--- src/rtl/dm_arb_pkg.sv ---
// Shared types and constants for the data-memory port arbiter.
package dm_arb_pkg;

  localparam int unsigned DM_ARB_WAIT_W = 4;
  localparam int unsigned DM_ARB_ADDR_W = 8;
  localparam int unsigned DM_ARB_DATA_W = 8;

  // Owner of the read whose data returns from memory in the following cycle.
  typedef enum logic [1:0] {
    OWN_NONE = 2'd0,
    OWN_CPU  = 2'd1,
    OWN_DBG  = 2'd2
  } rd_owner_t;

  // Request presented to the memory macro by whichever requester holds the grant.
  typedef struct packed {
    logic                     we;
    logic [DM_ARB_ADDR_W-1:0] addr;
    logic [DM_ARB_DATA_W-1:0] wdata;
  } mem_req_t;

endpackage

--- src/rtl/dm_port_arbiter_if.sv ---
// Bundle of CPU, debug and memory-side signals around the data-memory arbiter.
// slave = arbiter view, master = environment (CPU, debug port, memory) view.
interface dm_port_arbiter_if #(
  parameter int unsigned ADDR_W = 8,
  parameter int unsigned DATA_W = 8
);
  logic              cpu_req;
  logic              cpu_we;
  logic [ADDR_W-1:0] cpu_addr;
  logic [DATA_W-1:0] cpu_wdata;
  logic              cpu_stall;
  logic [DATA_W-1:0] cpu_rdata;

  logic              dbg_valid;
  logic              dbg_we;
  logic [ADDR_W-1:0] dbg_addr;
  logic [DATA_W-1:0] dbg_wdata;
  logic              dbg_ready;
  logic              dbg_rvalid;
  logic [DATA_W-1:0] dbg_rdata;

  logic              mem_en;
  logic              mem_we;
  logic [ADDR_W-1:0] mem_addr;
  logic [DATA_W-1:0] mem_wdata;
  logic [DATA_W-1:0] mem_rdata;

  modport slave (
    input  cpu_req, cpu_we, cpu_addr, cpu_wdata,
    input  dbg_valid, dbg_we, dbg_addr, dbg_wdata,
    input  mem_rdata,
    output cpu_stall, cpu_rdata,
    output dbg_ready, dbg_rvalid, dbg_rdata,
    output mem_en, mem_we, mem_addr, mem_wdata
  );

  modport master (
    output cpu_req, cpu_we, cpu_addr, cpu_wdata,
    output dbg_valid, dbg_we, dbg_addr, dbg_wdata,
    output mem_rdata,
    input  cpu_stall, cpu_rdata,
    input  dbg_ready, dbg_rvalid, dbg_rdata,
    input  mem_en, mem_we, mem_addr, mem_wdata
  );
endinterface

--- src/rtl/dm_arb_starve_cnt.sv ---
// Saturating wait counter for the debug requester; raises force_dbg_o once
// a valid debug request has been passed over MAX_WAIT times in a row.
module dm_arb_starve_cnt
  import dm_arb_pkg::*;
#(
  parameter int unsigned MAX_WAIT = 4
) (
  input  logic clk_i,
  input  logic rst_i,
  input  logic dbg_valid_i,
  input  logic grant_dbg_i,
  output logic force_dbg_o
);

  localparam logic [DM_ARB_WAIT_W-1:0] MaxWait = DM_ARB_WAIT_W'(MAX_WAIT);

  logic [DM_ARB_WAIT_W-1:0] wait_cnt_q, wait_cnt_d;

  // Next count: clear when served or idle, otherwise count up to MaxWait.
  always_comb begin
    wait_cnt_d = wait_cnt_q;
    if (grant_dbg_i || !dbg_valid_i) begin
      wait_cnt_d = '0;
    end else if (wait_cnt_q != MaxWait) begin
      wait_cnt_d = wait_cnt_q + 1'b1;
    end
  end

  // Counter register.
  always_ff @(posedge clk_i) begin
    if (rst_i) wait_cnt_q <= '0;
    else       wait_cnt_q <= wait_cnt_d;
  end

  assign force_dbg_o = dbg_valid_i && (wait_cnt_q == MaxWait);

endmodule

--- src/rtl/dm_port_arbiter.sv ---
// Data-memory port arbiter: CPU (priority) vs debug/loader port, one access
// per cycle, read data routed back to its owner via a registered owner tag.
// Optional statistics counters enabled by defining DM_ARB_STATS_EN.
module dm_port_arbiter
  import dm_arb_pkg::*;
#(
  parameter int unsigned ADDR_W   = DM_ARB_ADDR_W,
  parameter int unsigned DATA_W   = DM_ARB_DATA_W,
  parameter int unsigned MAX_WAIT = 4
) (
  input  logic               sig_clk,
  input  logic               sig_rst,
  dm_port_arbiter_if.slave   bus
`ifdef DM_ARB_STATS_EN
  ,
  input  logic               stat_clr,
  output logic [15:0]        stat_contention,
  output logic [15:0]        stat_forced
`endif
);

  logic      force_dbg;
  logic      grant_dbg;
  logic      grant_cpu;
  mem_req_t  req;
  rd_owner_t rd_owner_q, rd_owner_d;
  logic [DATA_W-1:0] cpu_rdata_q;
  logic [DATA_W-1:0] dbg_rdata_q;
  logic              dbg_rvalid_q;

  dm_arb_starve_cnt #(
    .MAX_WAIT(MAX_WAIT)
  ) u_starve_cnt (
    .clk_i      (sig_clk),
    .rst_i      (sig_rst),
    .dbg_valid_i(bus.dbg_valid),
    .grant_dbg_i(grant_dbg),
    .force_dbg_o(force_dbg)
  );

  // Grant: CPU has priority unless the debug port has waited too long.
  always_comb begin
    grant_dbg = bus.dbg_valid && (!bus.cpu_req || force_dbg);
    grant_cpu = bus.cpu_req && !grant_dbg;
  end

  // Request mux towards memory plus owner tag for a read issued this cycle.
  always_comb begin
    req        = '0;
    rd_owner_d = OWN_NONE;
    if (grant_dbg) begin
      req.we    = bus.dbg_we;
      req.addr  = DM_ARB_ADDR_W'(bus.dbg_addr);
      req.wdata = DM_ARB_DATA_W'(bus.dbg_wdata);
      if (!bus.dbg_we) rd_owner_d = OWN_DBG;
    end else if (grant_cpu) begin
      req.we    = bus.cpu_we;
      req.addr  = DM_ARB_ADDR_W'(bus.cpu_addr);
      req.wdata = DM_ARB_DATA_W'(bus.cpu_wdata);
      if (!bus.cpu_we) rd_owner_d = OWN_CPU;
    end
  end

  assign bus.cpu_stall = bus.cpu_req && !grant_cpu;
  assign bus.dbg_ready = grant_dbg;
  assign bus.mem_en    = grant_cpu || grant_dbg;
  assign bus.mem_we    = req.we;
  assign bus.mem_addr  = ADDR_W'(req.addr);
  assign bus.mem_wdata = DATA_W'(req.wdata);

  // Read-return tracker: memory data arrives the cycle after issue and is
  // captured for whichever requester the tag names; reset drops it.
  always_ff @(posedge sig_clk) begin
    if (sig_rst) begin
      rd_owner_q   <= OWN_NONE;
      cpu_rdata_q  <= '0;
      dbg_rdata_q  <= '0;
      dbg_rvalid_q <= 1'b0;
    end else begin
      rd_owner_q   <= rd_owner_d;
      dbg_rvalid_q <= (rd_owner_q == OWN_DBG);
      if (rd_owner_q == OWN_CPU) cpu_rdata_q <= bus.mem_rdata;
      if (rd_owner_q == OWN_DBG) dbg_rdata_q <= bus.mem_rdata;
    end
  end

  assign bus.cpu_rdata  = cpu_rdata_q;
  assign bus.dbg_rdata  = dbg_rdata_q;
  assign bus.dbg_rvalid = dbg_rvalid_q;

`ifdef DM_ARB_STATS_EN
  logic [15:0] stat_cont_q;
  logic [15:0] stat_forced_q;

  // Saturating contention / forced-grant counters, cleared by stat_clr.
  always_ff @(posedge sig_clk) begin
    if (sig_rst || stat_clr) begin
      stat_cont_q   <= '0;
      stat_forced_q <= '0;
    end else begin
      if (bus.cpu_req && bus.dbg_valid && (stat_cont_q != '1))
        stat_cont_q <= stat_cont_q + 1'b1;
      if (force_dbg && (stat_forced_q != '1))
        stat_forced_q <= stat_forced_q + 1'b1;
    end
  end

  assign stat_contention = stat_cont_q;
  assign stat_forced     = stat_forced_q;
`endif

endmodule
--- src/flat_wrapper.sv ---
// flat-port wrapper written by rule: the top's interface ports become plain ports
module dm_port_arbiter_flat import dm_arb_pkg::*;
#(
  parameter int unsigned ADDR_W   = DM_ARB_ADDR_W,
  parameter int unsigned DATA_W   = DM_ARB_DATA_W,
  parameter int unsigned MAX_WAIT = 4
)
  (sig_clk, sig_rst, bus_cpu_req, bus_cpu_we, bus_cpu_addr, bus_cpu_wdata, bus_dbg_valid, bus_dbg_we, bus_dbg_addr, bus_dbg_wdata, bus_mem_rdata, bus_cpu_stall, bus_cpu_rdata, bus_dbg_ready, bus_dbg_rvalid, bus_dbg_rdata, bus_mem_en, bus_mem_we, bus_mem_addr, bus_mem_wdata);
  dm_port_arbiter_if #(.ADDR_W(ADDR_W), .DATA_W(DATA_W)) bus_i ();
  input  logic sig_clk;
  input  logic sig_rst;
  input wire logic [$bits(bus_i.cpu_req)-1:0] bus_cpu_req;
  input wire logic [$bits(bus_i.cpu_we)-1:0] bus_cpu_we;
  input wire logic [$bits(bus_i.cpu_addr)-1:0] bus_cpu_addr;
  input wire logic [$bits(bus_i.cpu_wdata)-1:0] bus_cpu_wdata;
  input wire logic [$bits(bus_i.dbg_valid)-1:0] bus_dbg_valid;
  input wire logic [$bits(bus_i.dbg_we)-1:0] bus_dbg_we;
  input wire logic [$bits(bus_i.dbg_addr)-1:0] bus_dbg_addr;
  input wire logic [$bits(bus_i.dbg_wdata)-1:0] bus_dbg_wdata;
  input wire logic [$bits(bus_i.mem_rdata)-1:0] bus_mem_rdata;
  output wire logic [$bits(bus_i.cpu_stall)-1:0] bus_cpu_stall;
  output wire logic [$bits(bus_i.cpu_rdata)-1:0] bus_cpu_rdata;
  output wire logic [$bits(bus_i.dbg_ready)-1:0] bus_dbg_ready;
  output wire logic [$bits(bus_i.dbg_rvalid)-1:0] bus_dbg_rvalid;
  output wire logic [$bits(bus_i.dbg_rdata)-1:0] bus_dbg_rdata;
  output wire logic [$bits(bus_i.mem_en)-1:0] bus_mem_en;
  output wire logic [$bits(bus_i.mem_we)-1:0] bus_mem_we;
  output wire logic [$bits(bus_i.mem_addr)-1:0] bus_mem_addr;
  output wire logic [$bits(bus_i.mem_wdata)-1:0] bus_mem_wdata;
  assign bus_i.cpu_req = bus_cpu_req;
  assign bus_i.cpu_we = bus_cpu_we;
  assign bus_i.cpu_addr = bus_cpu_addr;
  assign bus_i.cpu_wdata = bus_cpu_wdata;
  assign bus_i.dbg_valid = bus_dbg_valid;
  assign bus_i.dbg_we = bus_dbg_we;
  assign bus_i.dbg_addr = bus_dbg_addr;
  assign bus_i.dbg_wdata = bus_dbg_wdata;
  assign bus_i.mem_rdata = bus_mem_rdata;
  assign bus_cpu_stall = bus_i.cpu_stall;
  assign bus_cpu_rdata = bus_i.cpu_rdata;
  assign bus_dbg_ready = bus_i.dbg_ready;
  assign bus_dbg_rvalid = bus_i.dbg_rvalid;
  assign bus_dbg_rdata = bus_i.dbg_rdata;
  assign bus_mem_en = bus_i.mem_en;
  assign bus_mem_we = bus_i.mem_we;
  assign bus_mem_addr = bus_i.mem_addr;
  assign bus_mem_wdata = bus_i.mem_wdata;
  dm_port_arbiter #(.ADDR_W(ADDR_W), .DATA_W(DATA_W), .MAX_WAIT(MAX_WAIT)) u_core (.sig_clk(sig_clk), .sig_rst(sig_rst), .bus(bus_i));
endmodule
--- config.mk ---
export PLATFORM = sky130hd
export DESIGN_NAME = dm_port_arbiter_flat
export DESIGN_NICKNAME = d
export VERILOG_FILES = /design/src/rtl/dm_arb_pkg.sv /design/src/rtl/dm_port_arbiter_if.sv /design/src/rtl/dm_arb_starve_cnt.sv /design/src/rtl/dm_port_arbiter.sv /design/src/flat_wrapper.sv
export SDC_FILE = /design/constraint.sdc
export NUM_CORES = 1
export LEC_CHECK = 0
export CORE_MARGIN = 2
export CORE_UTILIZATION = 38
export CTS_CLUSTER_SIZE = 25
export DETAILED_ROUTE_END_ITERATION = 8
export PLACE_DENSITY = 0.83
export SKIP_CTS_REPAIR_TIMING = 1
export SLEW_MARGIN = 20
export SYNTH_ARGS = -nofsm -noshare
export SYNTH_HDL_FRONTEND = slang
export SYNTH_SLANG_ARGS = --single-unit
--- constraint.sdc ---
create_clock -name sig_clk -period 3.49 [get_ports sig_clk]
set_clock_uncertainty 0.05 [all_clocks]
set_input_delay 0.698 -clock sig_clk [delete_from_list [all_inputs] [get_ports sig_clk]]
set_output_delay 0.698 -clock sig_clk [all_outputs]
set_load 0.01 [all_outputs]
==> results of run 1 <==
[worst reg2reg max path: cells and delay by family, from the launching register on]
family,cells,cell delay (ns)
adders and majority gates,1,0.24
buffers and inverters,1,0.06
DFF,1,0.40
and+or+nand+nor,3,0.75
[registers in the layout (all words and copies together), names as in the netlist]
register	flops
u_core.u_starve_cnt.wait_cnt_q	4
u_core.bus.dbg_rvalid	1
u_core.bus.cpu_rdata	8
u_core.bus.dbg_rdata	8
u_core.rd_owner_q	2
[report_power, final]
| group | internal [W] | switching (W) | total (W) | leakage, nW |
|---|---|---|---|---|
| sequential | 0.000269 | 0.00000362 | 0.000273 | 0.187 |
| clock | 0.0000429 | 0.0000780 | 0.000121 | 0.0177 |
| combinational | 0.000103 | 0.0000577 | 0.000160 | 0.742 |
| total | 0.000415 | 0.000139 | 0.000554 | 0.946 |
[worst min path at each step]
stage	from	end	slack, ns
2_1_floorplan	u_core.u_starve_cnt.wait_cnt_q[0]$_SDFFE_PP0P_	u_core.u_starve_cnt.wait_cnt_q[0]$_SDFFE_PP0P_	0.38
3_3_place_gp	u_core.bus.dbg_rdata[1]$_SDFFE_PP0P_	u_core.bus.dbg_rdata[1]$_SDFFE_PP0P_	0.39
3_5_place_dp	u_core.bus.dbg_rdata[0]$_SDFFE_PP0P_	u_core.bus.dbg_rdata[0]$_SDFFE_PP0P_	0.40
4_1_cts	u_core.bus.dbg_rdata[1]$_SDFFE_PP0P_	u_core.bus.dbg_rdata[1]$_SDFFE_PP0P_	0.41
5_1_grt	u_core.bus.dbg_rdata[1]$_SDFFE_PP0P_	u_core.bus.dbg_rdata[1]$_SDFFE_PP0P_	0.43
6_report	u_core.bus.dbg_rdata[1]$_SDFFE_PP0P_	u_core.bus.dbg_rdata[1]$_SDFFE_PP0P_	0.41
[synth_stat cells]
cell,number,share of area
nand2_1,35,0.11
mux2i_1,26,0.21
dfxtp_1,23,0.38
inv_1,21,0.065
nor2_1,14,0.043
a21oi_1,10,0.041
buf_2,3,0.012
clkbuf_1,3,0.0092
ha_1,2,0.021
nand2b_1,2,0.010
nor3_1,2,0.0082
and2_1,1,0.0051
and3b_1,1,0.0072
buf_1,1,0.0031
buf_12,1,0.016
buf_6,1,0.0092
nand3_1,1,0.0041
nand3b_1,1,0.0062
nor2b_1,1,0.0051
nor3_2,1,0.0082
nor3b_1,1,0.0062
o21ai_2,1,0.0072
or2_1,1,0.0051
or3_4,1,0.0092
[logic make-up (layout without fill, tap and decap cells)]
group / after synthesis / count (layout) / share of synthesized area
multiplexers: 26 / 26 / 0.213
flip-flops: 23 / 23 / 0.377
adder cells (fa/ha/maj): 2 / 2 / 0.0205
AND/OR/NAND/NOR: 62 / 62 / 0.226
buffers and inverters: 30 / 111 / 0.115
AO/OA/AOI/OAI: 11 / 11 / 0.0482
[routing by layer]
metal	up-vias	wire, µm	GRT usage
li1	651	-	-
met4	0	28	0.0559
met5	-	0	0
met2	54	1420	0.310
met1	521	1250	0.192
met3	4	273	0.0384
[cell type report]
class / instances / area [µm²] / share of cell area
repair buffers: 86 / 851 / 0.407
multi-input cells: 101 / 619 / 0.296
flip-flops and latches: 23 / 460 / 0.220
inverters: 21 / 78.8 / 0.0377
well taps: 44 / 55.1 / 0.0263
clock buffers: 3 / 22.5 / 0.0108
clock inverters: 1 / 5.00 / 0.00239
[metrics by stage]
stage / hold WS (ns) / std cells / power (W) / utilization
global placement: 0.392 / 275 / 0.000438 / 0.676
floorplan: 0.380 / 154 / 0.000340 / -
finish: 0.410 / 279 / 0.000554 / 0.685
global route: 0.434 / 279 / 0.000580 / 0.685
CTS: 0.413 / 279 / 0.000562 / 0.685
detailed placement: 0.396 / 275 / 0.000440 / 0.676
==> impl_metrics.ini, run 1 <==
[layout]
layout-drive-gt1-share = 0.0468
fillerInstances = 266
postLayoutCellArea_mm2 = 0.00209
area_growth_synth_to_finish_pct = 71.5
most-common-layout-cells = clkdlybuf4s50_1 (82), nand2_1 (35), mux2i_1 (26), dfxtp_1 (23), inv_1 (21)
finish.net_count = 284
insertedDiodeCount = 0
mostFrequentLayoutCell = clkdlybuf4s50_1

[floorplanning]
die-height_um = 60.7
core_area_mm2 = 0.00305
floorplan.io_pins = 83
die_footprint_mm2 = 0.00368
start_util = 0.400
fp-row-count = 20
fp.dieW_um = 60.7

[synthesis]
synth_fp_nets = 202
yosys_warnings = 0
yosysSeqAreaShare = 0.377
synth.cell_area_mm2 = 0.00122
netlist-cell-type-count = 24
synth-seq-cells = 23
synth.avg_cell_area_um2 = 7.92
synthesized_netlist_cell_count = 154

[setup_path]
classification_of_the_worst_setup_path = primary input to output port
slowest_stage = clkdlybuf4s50_1
setup_crit_end = bus_mem_addr[0]
slowest_delay_ns = 0.57
crit_family = buffers and inverters
timing.critical_path.fanout_max = 12
critPathLaunch = bus_dbg_valid
reg2reg_setup_slack_ns = 1.93
crit_cells = 6
critPathMostFrequentCell = clkdlybuf4s50_1
crit_arrival_ns = 2.42
rr_worst_depth = 5
regToRegStartpoint = u_core.u_starve_cnt.wait_cnt_q[0]$_SDFFE_PP0P_
path_cells = clkdlybuf4s50_1 -> inv_1 -> o21ai_2 -> buf_4 -> mux2i_1 -> clkdlybuf4s50_1
cp.required_ns = 2.74
cp-start-kind = primary input
critPathBufInv = 4
reg2reg_to = u_core.u_starve_cnt.wait_cnt_q[2]$_SDFFE_PP0P_
end_kind = output port

[clocking]
tritoncts = built
cts_max_level = 1
cts_root_buf = clkbuf_4
clk_lat_worst_skew_ns = 0.31
cts.path.max_buffers = 2
num_clock_sinks = 23
cts.reportedPaths.clkPinSlew_ns = 0.12
tritoncts_buffer_count = 3

[timing]
final-setup-viol-count = 0
fin_ws_ns = 0.321
maxSlewViolCount = 0
min_period_over_period = 0.908
timing_worst_slew_pin_value_ns = 0.566
unrepaired_setup_endpoints_after_global_routing = false
fmaxAchievable_mhz = 316
hold_violations = 0
max-slew-margin-rel = 0.622
finalSetupTns_ns = 0
timing.final.crit_period_ns = 3.17

[placement]
dpl-instance-area_mm2 = 0.00206
post-place-ws_ns = 0.296
place.gp.congestion = 0.761
number_of_buffer_cells_added_on_primary_ports = 82
dp_hpwl_um = 2380

[route]
ant_nets = 0
drt_iter0_drc = 58
vias = 1230
firstDrtPassIters = 4
post_detailed_route_drc_marker_count = 0
route.detailed.vias_per_inst = 4.41
totalWireLength_um = 2970
routedWlPerCell_um = 10.6

[grt]
grt_pass1_vias = 1160
grt_start_max_net_pins = 22
antenna_found_initial = 0
grt_usage = 0.169
grt.overflow.total = 0
grt_pass1_wl_um = 4710

[hold_path]
min-delay-path-class = flop to flop
worstHoldPathCells = 2

[flow_run]
drv_cap = 0

[power_and_ir_drop]
power.density_cell_area_mw_per_mm2 = 265
power.static_leakage_nw = 0.946
vdd.ir_drop.worst_v = 0.000141

[run_status]
status = finished clean
Power figures use the tool's default switching activity.
==> inputs of run 2 (changes only) <==
--- a/config.mk
+++ b/config.mk
@@ -9,6 +9,7 @@
 export CORE_UTILIZATION = 38
 export CTS_CLUSTER_SIZE = 25
 export DETAILED_ROUTE_END_ITERATION = 8
+export HOLD_SLACK_MARGIN = 0.12
 export PLACE_DENSITY = 0.83
 export SKIP_CTS_REPAIR_TIMING = 1
 export SLEW_MARGIN = 20
==> results of run 2 <==
Final layout, timing and power as in run 1 (identical DEF).
==> inputs of run 3 (changes only) <==
--- a/config.mk
+++ b/config.mk
@@ -9,6 +9,7 @@
 export CORE_UTILIZATION = 38
 export CTS_CLUSTER_SIZE = 25
 export DETAILED_ROUTE_END_ITERATION = 8
+export GPL_TIMING_DRIVEN = 1
 export HOLD_SLACK_MARGIN = 0.12
 export PLACE_DENSITY = 0.83
 export SKIP_CTS_REPAIR_TIMING = 1
@@ -16,3 +17,4 @@
 export SYNTH_ARGS = -nofsm -noshare
 export SYNTH_HDL_FRONTEND = slang
 export SYNTH_SLANG_ARGS = --single-unit
+export TNS_END_PERCENT = 10
==> results of run 3 <==
Final layout, timing and power as in run 1 (identical DEF).
